$ cat src/rtl/rv32ima_pkg.sv
// Shared types for the memory arbiter: machine word, byte enables,
// arbiter state encoding and the registered memory request payload.
package rv32ima_pkg;

  localparam int unsigned XLEN = 32;
  localparam int unsigned BE_W = 4;

  typedef logic [XLEN-1:0] word_t;
  typedef logic [BE_W-1:0] be_t;

  typedef enum logic [1:0] {
    IDLE  = 2'd0,
    IBUSY = 2'd1,
    DBUSY = 2'd2
  } arb_state_t;

  // Everything the memory side sees, captured at grant time
  typedef struct packed {
    word_t addr;
    word_t wdata;
    be_t   be;
    logic  ren;
    logic  wen;
  } mem_req_t;

endpackage

$ cat src/rtl/mem_arb_if.sv
// Requester/memory bundle for mem_arbiter.
//   arb  : arbiter view (requests in, hits and memory strobes out)
//   imem : instruction fetch requester
//   dmem : data load/store requester
//   mem  : memory device (strobes in, ready/rdata out)
interface mem_arb_if;
  import rv32ima_pkg::*;

  logic  iren;
  word_t iaddr;
  logic  ihit;
  word_t iload;

  logic  dren;
  logic  dwen;
  word_t daddr;
  word_t dstore;
  be_t   dbe;
  logic  dhit;
  word_t dload;

  logic  bus_err;

  logic  mem_ren;
  logic  mem_wen;
  word_t mem_addr;
  word_t mem_wdata;
  be_t   mem_be;
  logic  mem_ready;
  word_t mem_rdata;

  modport arb (
    input  iren, iaddr, dren, dwen, daddr, dstore, dbe, mem_ready, mem_rdata,
    output ihit, iload, dhit, dload, bus_err,
    output mem_ren, mem_wen, mem_addr, mem_wdata, mem_be
  );

  modport imem (
    output iren, iaddr,
    input  ihit, iload, bus_err
  );

  modport dmem (
    output dren, dwen, daddr, dstore, dbe,
    input  dhit, dload, bus_err
  );

  modport mem (
    input  mem_ren, mem_wen, mem_addr, mem_wdata, mem_be,
    output mem_ready, mem_rdata
  );

endinterface

$ cat src/rtl/mem_arbiter.sv
// Single-port memory arbiter between an instruction fetch and a data
// requester. Data has priority, but a fetch is forced through after
// STARVE_LIMIT data grants taken while it waited. A busy access that
// sees no mem_ready for TIMEOUT cycles is aborted with bus_err.
// Ports:
//   clk  : clock, rising edge
//   nrst : asynchronous active-low reset
//   bus  : mem_arb_if.arb (requests, hits/loads, memory strobes)
module mem_arbiter
  import rv32ima_pkg::*;
#(
  parameter int unsigned TIMEOUT = 16
) (
  input  logic   clk,
  input  logic   nrst,
  mem_arb_if.arb bus
);

  localparam int unsigned STARVE_LIMIT = 3;
  localparam int unsigned STARVE_W     = 2;
  localparam int unsigned WAIT_W       = $clog2(TIMEOUT + 1);

  arb_state_t          state_q, state_d;
  logic [WAIT_W-1:0]   wait_q, wait_d;
  logic [STARVE_W-1:0] starve_q, starve_d;
  mem_req_t            req_q, req_d;
  logic                done;
  logic                timeout;
  logic                d_req;

  assign d_req = bus.dren | bus.dwen;

  // State, counters and memory-side request registers
  always_ff @(posedge clk or negedge nrst) begin
    if (!nrst) begin
      state_q  <= IDLE;
      wait_q   <= '0;
      starve_q <= '0;
      req_q    <= '0;
    end else begin
      state_q  <= state_d;
      wait_q   <= wait_d;
      starve_q <= starve_d;
      req_q    <= req_d;
    end
  end

  // Arbitration, completion and timeout
  always_comb begin
    state_d  = state_q;
    wait_d   = wait_q;
    starve_d = starve_q;
    req_d    = req_q;
    done     = 1'b0;
    timeout  = 1'b0;

    unique case (state_q)
      IDLE: begin
        wait_d = '0;
        // Starved fetch wins over a data request
        if (d_req && !(bus.iren && (starve_q == STARVE_W'(STARVE_LIMIT)))) begin
          req_d.addr  = bus.daddr;
          req_d.wdata = bus.dstore;
          req_d.be    = bus.dbe;
          req_d.wen   = bus.dwen;
          req_d.ren   = bus.dren & ~bus.dwen;
          if (bus.iren) begin
            starve_d = starve_q + STARVE_W'(1);
          end
          state_d = DBUSY;
        end else if (bus.iren) begin
          req_d.addr  = bus.iaddr;
          req_d.wdata = '0;
          req_d.be    = '1;
          req_d.wen   = 1'b0;
          req_d.ren   = 1'b1;
          starve_d    = '0;
          state_d     = IBUSY;
        end
      end
      IBUSY, DBUSY: begin
        if (bus.mem_ready) begin
          done = 1'b1;
        end else if (wait_q == WAIT_W'(TIMEOUT - 1)) begin
          done    = 1'b1;
          timeout = 1'b1;
        end else begin
          wait_d = wait_q + WAIT_W'(1);
        end
        if (done) begin
          req_d.ren = 1'b0;
          req_d.wen = 1'b0;
          state_d   = IDLE;
        end
      end
      default: state_d = IDLE;
    endcase
  end

  // Hits complete in the same cycle as mem_ready; loads are zero otherwise
  assign bus.ihit    = done && (state_q == IBUSY);
  assign bus.dhit    = done && (state_q == DBUSY);
  assign bus.bus_err = timeout;
  assign bus.iload   = (bus.ihit && !timeout) ? bus.mem_rdata : '0;
  assign bus.dload   = (bus.dhit && !timeout) ? bus.mem_rdata : '0;

  assign bus.mem_ren   = req_q.ren;
  assign bus.mem_wen   = req_q.wen;
  assign bus.mem_addr  = req_q.addr;
  assign bus.mem_wdata = req_q.wdata;
  assign bus.mem_be    = req_q.be;

endmodule

$ cat src/flat_wrapper.sv
// flat-port wrapper written by rule: the top's interface ports become plain ports
module mem_arbiter_flat import rv32ima_pkg::*;
#(
  parameter int unsigned TIMEOUT = 16
)
  (clk, nrst, bus_iren, bus_iaddr, bus_dren, bus_dwen, bus_daddr, bus_dstore, bus_dbe, bus_mem_ready, bus_mem_rdata, bus_ihit, bus_iload, bus_dhit, bus_dload, bus_bus_err, bus_mem_ren, bus_mem_wen, bus_mem_addr, bus_mem_wdata, bus_mem_be);
  mem_arb_if bus_i ();
  input  logic clk;
  input  logic nrst;
  input wire logic [$bits(bus_i.iren)-1:0] bus_iren;
  input wire logic [$bits(bus_i.iaddr)-1:0] bus_iaddr;
  input wire logic [$bits(bus_i.dren)-1:0] bus_dren;
  input wire logic [$bits(bus_i.dwen)-1:0] bus_dwen;
  input wire logic [$bits(bus_i.daddr)-1:0] bus_daddr;
  input wire logic [$bits(bus_i.dstore)-1:0] bus_dstore;
  input wire logic [$bits(bus_i.dbe)-1:0] bus_dbe;
  input wire logic [$bits(bus_i.mem_ready)-1:0] bus_mem_ready;
  input wire logic [$bits(bus_i.mem_rdata)-1:0] bus_mem_rdata;
  output wire logic [$bits(bus_i.ihit)-1:0] bus_ihit;
  output wire logic [$bits(bus_i.iload)-1:0] bus_iload;
  output wire logic [$bits(bus_i.dhit)-1:0] bus_dhit;
  output wire logic [$bits(bus_i.dload)-1:0] bus_dload;
  output wire logic [$bits(bus_i.bus_err)-1:0] bus_bus_err;
  output wire logic [$bits(bus_i.mem_ren)-1:0] bus_mem_ren;
  output wire logic [$bits(bus_i.mem_wen)-1:0] bus_mem_wen;
  output wire logic [$bits(bus_i.mem_addr)-1:0] bus_mem_addr;
  output wire logic [$bits(bus_i.mem_wdata)-1:0] bus_mem_wdata;
  output wire logic [$bits(bus_i.mem_be)-1:0] bus_mem_be;
  assign bus_i.iren = bus_iren;
  assign bus_i.iaddr = bus_iaddr;
  assign bus_i.dren = bus_dren;
  assign bus_i.dwen = bus_dwen;
  assign bus_i.daddr = bus_daddr;
  assign bus_i.dstore = bus_dstore;
  assign bus_i.dbe = bus_dbe;
  assign bus_i.mem_ready = bus_mem_ready;
  assign bus_i.mem_rdata = bus_mem_rdata;
  assign bus_ihit = bus_i.ihit;
  assign bus_iload = bus_i.iload;
  assign bus_dhit = bus_i.dhit;
  assign bus_dload = bus_i.dload;
  assign bus_bus_err = bus_i.bus_err;
  assign bus_mem_ren = bus_i.mem_ren;
  assign bus_mem_wen = bus_i.mem_wen;
  assign bus_mem_addr = bus_i.mem_addr;
  assign bus_mem_wdata = bus_i.mem_wdata;
  assign bus_mem_be = bus_i.mem_be;
  mem_arbiter #(.TIMEOUT(TIMEOUT)) u_core (.clk(clk), .nrst(nrst), .bus(bus_i));
endmodule
$ cat config.mk
export PLATFORM = sky130hd
export DESIGN_NAME = mem_arbiter_flat
export DESIGN_NICKNAME = d
export VERILOG_FILES = /design/src/rtl/rv32ima_pkg.sv /design/src/rtl/mem_arb_if.sv /design/src/rtl/mem_arbiter.sv /design/src/flat_wrapper.sv
export SDC_FILE = /design/constraint.sdc
export NUM_CORES = 1
export LEC_CHECK = 0
export ABC_AREA = 1
export BUFFER_PORTS_ARGS = -buffer_cell sky130_fd_sc_hd__buf_4
export CAP_MARGIN = 20
export CORE_AREA = 4 4 104 106
export CTS_CLUSTER_SIZE = 40
export DETAILED_ROUTE_END_ITERATION = 7
export DIE_AREA = 0 0 108 110
export PLACE_DENSITY_LB_ADDON = 0.3
export SLEW_MARGIN = 20
export SYNTH_ARGS = -nofsm -noshare
export SYNTH_HDL_FRONTEND = slang
export SYNTH_SLANG_ARGS = --single-unit
$ cat constraint.sdc
create_clock -name clk -period 4.1 [get_ports clk]
set_input_delay 0.41 -clock clk [delete_from_list [all_inputs] [get_ports clk]]
set_output_delay 0.41 -clock clk [all_outputs]
set_load 0.01 [all_outputs]
Yosys cells after proc, flatten, opt, wreduce, memory -nomap -nowiden

Index checks and enable logic that the tools add are counted.

Register bits: 79
Memory bits (read-only): 0
Memory bits (writable): 0
Bits in latches: 0
Output and inout port bits: 137
Bits of input ports: 138
Memories: 0
Logic and storage cells: 59

Bitwise gates (word level): 3
Mux-type cells: 21
Equality and inequality tests: 8
Shifts and indexed selects: 0
Multiply operators: 0
$lt $le $gt $ge: 0
Add/subtract/negate cells: 2
Div/mod/pow operators: 0
Reductions and logical operators: 17

Operator list:

| kind                  | count |
|---|---|
| $mux W70              | 2 |
| $mux W32              | 2 |
| $mux W2               | 6 |
| $mux W5               | 2 |
| $pmux W5 S2           | 1 |
| $pmux W2 S2           | 2 |
| $logic_and A1 B1 Y1   | 6 |
| $mux W1               | 6 |
| $reduce_and A2 Y1     | 3 |
| $reduce_and A3 Y1     | 2 |
| $add A5 B1 Y5 const B | 1 |
| $eq A5 B4 Y1 const B  | 1 |
| $eq A2 B2 Y1 const B  | 2 |
| $ne A2 B2 Y1 const B  | 2 |
| $reduce_bool A2 Y1    | 2 |
| $ne A3 B2 Y1 const B  | 1 |
| $add A2 B1 Y2 const B | 1 |
| $eq A2 B1 Y1 const B  | 1 |
| $logic_not A1 Y1      | 2 |
| $logic_not A2 Y1      | 1 |
| $ne A2 B1 Y1 const B  | 1 |
| $reduce_or A2 Y1      | 1 |
| $and A1 B1 Y1         | 1 |
| $not A1 Y1            | 1 |
| $or A1 B1 Y1          | 1 |

Logic depth before layout (Yosys ltp)

Depth after elaboration: 8
Depth in mapped cells: 10
Depth with buffers taken out: 10

Worst setup path before layout

Ideal clock, no wire load.

Kind: flip-flop to output port
Start point: reg u_core.state_q[0]
End point: out bus_dload[10]
Path buffers: 1
Data required time: 3.690 ns
Cell stages (with the launch flop): 8
Arrival time: 1.551 ns
Slack: 2.139 ns
Path through: dfrtp_1 inv_1 ha_1 inv_2 nor3_4 o21ai_2 buf_6 nor2_2

Longest elaborated chain between the ends: 6
Elaborated cells between the ends (all ways): 9
Those cells by class: eq/ne: 2; mux: 3; reduce/logical: 4

Ends and longest elaborated chain:

| element                                      | line                                  | text |
|---|---|---|
| start: declaration                           | mem_arbiter.sv:23                     | `arb_state_t state_q, state_d;` |
| start signal: assignment                     | mem_arbiter.sv:41                     | `state_q <= state_d;` |
| $eq A2 B2 Y1 or $eq A2 B1 Y1 (tied branches) | mem_arbiter.sv:57, mem_arbiter.sv:102 |  |
| $reduce_or A2 Y1                             | mem_arbiter.sv:57                     | `unique case (state_q)` |
| $mux W1                                      | mem_arbiter.sv:57                     |  |
| $logic_and A1 B1 Y1 (*)                      | mem_arbiter.sv:102                    | `assign bus.dhit = done && (state_q == DBUSY);` |
| named net bus_dhit                           | flat_wrapper.sv:21                    | `output wire logic [$bits(bus_i.dhit)-1:0] bus_dhit;` |
| $logic_and A1 B1 Y1 (*)                      | mem_arbiter.sv:105                    | `assign bus.dload = (bus.dhit && !timeout) ? bus.mem_rdata : '0;` |
| $mux W32 (*)                                 | mem_arbiter.sv:105                    |  |
| end: declaration                             | flat_wrapper.sv:22                    | `output wire logic [$bits(bus_i.dload)-1:0] bus_dload;` |

The timed path passes the listed nets; every way through them passes the cells marked *.

Worst setup path in the final report

Start point: reg u_core.wait_q[0]
End point: out bus_dload[0]

Longest elaborated chain between the ends: 8
Elaborated cells between the ends (all ways): 11
Those cells by class: eq/ne: 1; mux: 7; reduce/logical: 3

Ends and longest elaborated chain:

| element                  | line               | text |
|---|---|---|
| start: declaration       | mem_arbiter.sv:24  | `logic [WAIT_W-1:0] wait_q, wait_d;` |
| start signal: assignment | mem_arbiter.sv:42  | `wait_q <= wait_d;` |
| $eq A5 B4 Y1 (*)         | mem_arbiter.sv:84  | `end else if (wait_q == WAIT_W'(TIMEOUT - 1)) begin` |
| $mux W1 (*)              | mem_arbiter.sv:84  |  |
| $mux W1                  | mem_arbiter.sv:82  | `if (bus.mem_ready) begin` |
| $mux W1 (2 in a row)     | mem_arbiter.sv:57  |  |
| $logic_and A1 B1 Y1      | mem_arbiter.sv:102 |  |
| $logic_and A1 B1 Y1 (*)  | mem_arbiter.sv:105 |  |
| $mux W32 (*)             | mem_arbiter.sv:105 |  |

Every way passes the cells marked *; elsewhere a longest branch is shown, timed or not. The select of a mux whose other input is x is not followed.

==> impl_metrics.tcl <==
set metrics [dict create \
    htree_levels 3 \
    drcViolationCount 0 \
    drt_iter0_markers 245 \
    synth_area_mm2 0.00418 \
    ys_ff_latch 79 \
    synthCells 586 \
    ir_worst_vdd_mv 0.373 \
    layout_commonest_cell "nand2_1" \
    tightest_slew_ps 963 \
    cts_buffer_depth 2 \
    pre_cts_slack_ps 1480 \
    synthMuxAreaShare_pct 0 \
    worstPathMaxFanout 20 \
    hpwl_um 10900 \
    num_antenna_cells 0 \
    p_comb_share_pct 51.2 \
    core_mm2 0.00977 \
    cp_slowest_cell "o21ai_4" \
    finalNetCount 992 \
    cellInternalPower_mw 2.39 \
    vias 4607 \
    top_level_ports 275 \
    dieArea_mm2 0.0119 \
    synth_top_family_by_area "simple AND/OR/NAND/NOR gates" \
    relSlewSlack_pct 35.6 \
    slew_violations 0 \
    yosys.area.top_type "dfrtp_1" \
    worst_skew_pair.late_latency_ps 340 \
    post_drt_wl_per_cell_um 14.3 \
    fin_skew_ps 14.4 \
    critical_path_arrival_ps 2280 \
    tns_ps 0 \
    hold_class "in2async" \
    grt_pass1_vias 4465 \
    synth-edff-count 0 \
    die_w_um 108 \
    synth_xor_area_share_pct 0.209 \
    globalplace.congestion 0.855 \
    clockPowerShare_pct 15.6 \
    io_buffers 274 \
    cts_root_buffer "clkbuf_8" \
    yosys.area_share.adder_pct 2.09 \
    initial_core_util_pct 42.8 \
    synth_compound_area_share_pct 1.32 \
    hold_viol_final 0 \
    die_height_um 110 \
    rsz0062_at_grt "no" \
    final_cell_mix "291 x nand2_1, 277 x buf_4, 79 x dfrtp_1, 44 x inv_1, 43 x nor2_1" \
    power_frac_seq_pct 33.2 \
    drv_cap 0 \
    required_ps 3690 \
    grt_usage_pct 22.7 \
    start_kind "flip-flop" \
    synth_simple_gate_area_share_pct 41.0 \
    synth_top_flop_cell "dfrtp_1" \
    grt_pass1_wl_um 21300 \
    synthToLayoutAreaGrowth_pct 56.4 \
    setup-violations-final 0 \
    clkSlewWorstSetupHoldPaths_ps 90 \
    cts-hold-fix-buffers 0 \
    ys_warn_count 0 \
    grt_overflow 0 \
    antenna_found_initial 0 \
    synth_top_area_share_pct 47.3 \
    timing.critical_path.cells "ha_1, nand2_1, nor2_1, ha_1, inv_1, o21ai_4, buf_16, nor2_1, buf_4" \
    status "complete, no violations" \
    post-route-util_pct 66.9 \
    drive_gt1_share_pct 39.1 \
    ys_async_sr_fraction_pct 100 \
    swShare_pct 41.7 \
    cp.buffers_inverters 3 \
    rows 36 \
    synthesis.nets 731 \
    syn-mean-instance-area_um2 7.14 \
    cts_buffers 9 \
    cts_resized 0 \
    synth_area_leaders "dfrtp_1 47%, nand2_1 26%, nor2_2 4.8%" \
    post-route-min-period_ps 2690 \
    ys_seq_area_share_pct 47.3 \
    clock_sinks 79 \
    slowest_delay_ps 460 \
    fin_crit_sh_pct 65.5 \
    worst-setup-path-type "reg2out" \
    path_delay_family "buffers and inverters" \
    post_cts_buffers 0 \
    fin_ws_ps 1410 \
    grt_max_degree 80 \
    ant_nets 0 \
    routed_wl_um 14100 \
    ys_types 24 \
    switching_power_mw 1.71 \
    cts_tree "done" \
    p_leak_nw 3.90 \
    dr.pass1.iters 4 \
    fmax_mhz 372 \
    powerDensity_mw_per_mm2 628 \
    endpoint_kind "primary output" \
    post_drt_via_cell_ratio 4.68 \
]
synthesized netlist by cell type, types with 4 or more instances:
| master | count |
|---|---|
| inv_1 | 44 |
| buf_6 | 5 |
| dfrtp_1 | 79 |
| o21ai_0 | 7 |
| ha_1 | 7 |
| nand4_1 | 4 |
| buf_2 | 12 |
| nand3_1 | 37 |
| nor2_1 | 43 |
| nand2_1 | 292 |
| nor2_2 | 32 |
| clkbuf_1 | 10 |
sequential cells by signal, indices dropped and copies added, names as in the netlist:
signal / count
u_core.bus.mem_wdata: 32
u_core.state_q: 2
u_core.bus.mem_wen: 1
u_core.bus.mem_be: 4
u_core.starve_q: 2
u_core.bus.mem_addr: 32
u_core.bus.mem_ren: 1
u_core.wait_q: 5
power groups by stage:
| stage | registers (mW) | clock network, mW | logic (mW) |
|---|---|---|---|
| 2_1_floorplan | 1.50 | 0 | 0.973 |
| 4_1_cts | 1.36 | 0.653 | 2.11 |
| 6_report | 1.36 | 0.639 | 2.10 |
| 3_5_place_dp | 1.36 | 0 | 2.11 |
| 5_1_grt | 1.41 | 0.693 | 2.35 |
| 3_3_place_gp | 1.35 | 0 | 2.06 |
logic make-up (layout without fill, tap and decap cells):
group                      after synthesis  after routing
and+or+nand+nor                        414            414
xor gates and xnor gates                 1              1
adders and majority gates                7              7
DFF                                     79             79
buffers and inverters                   75            341
AOI/OAI and AO/OA                       10             10
worst reg2reg max path, cell delays in order, from the launching register on:
cell,delay [ps]
dfrtp_1,410
ha_1,210
nand2_2,510
nand2_1,620
nor2_2,220
buf_4,330
nand2_1,120
nand2_1,80
metrics by stage:
step | cells | power [mW] | hold WS (ps) | area (µm²)
2_1_floorplan | 586 | 2.47 | 114 | 4180
3_3_place_gp | 967 | 3.40 | 463 | 6270
3_5_place_dp | 967 | 3.48 | 466 | 6270
4_1_cts | 983 | 4.13 | 240 | 6490
5_1_grt | 985 | 4.45 | 20.2 | 6540
6_report | 985 | 4.11 | 9.27 | 6540
layer usage:
| metal | global-route usage (%) | wire [µm] | up-vias | share of wire [%] |
|---|---|---|---|---|
| met3 | 6.64 | 1380 | 26 | 9.8 |
| met5 | 0 | 0 | - | 0 |
| met2 | 41.7 | 7410 | 210 | 53 |
| met1 | 25.1 | 4920 | 2092 | 35 |
| li1 | - | - | 2279 | - |
| met4 | 7.75 | 350 | 0 | 2.5 |
path summary, 6_finish.rpt:
check	from	end	slack [ps]	cells past startpoint
setup reg to reg	u_core.starve_q[0]$_DFFE_PN0P_	u_core.bus.mem_wdata[29]$_DFFE_PN0P_	1540	7
hold reg to reg	u_core.bus.mem_addr[15]$_DFFE_PN0P_	u_core.bus.mem_addr[15]$_DFFE_PN0P_	480	2
max in group asynchronous	nrst	u_core.wait_q[1]$_DFFE_PN0P_	3480	2
hold / removal	nrst	u_core.bus.mem_wdata[0]$_DFFE_PN0P_	9	1
setup / recovery	u_core.wait_q[0]$_DFFE_PN0P_	bus_dload[0]	1410	9
min in group clk	bus_dstore[30]	u_core.bus.mem_wdata[30]$_DFFE_PN0P_	250	3
area by class of cell:
type,count,area (µm²)
inverter,46,173
sequential,79,1980
timing repair buffer,279,2130
clock buffer,10,128
clock inverter,6,92.6
fill,792,3230
multi-input combinational,432,1880
tap,133,166
Power figures use the tool's default switching activity.
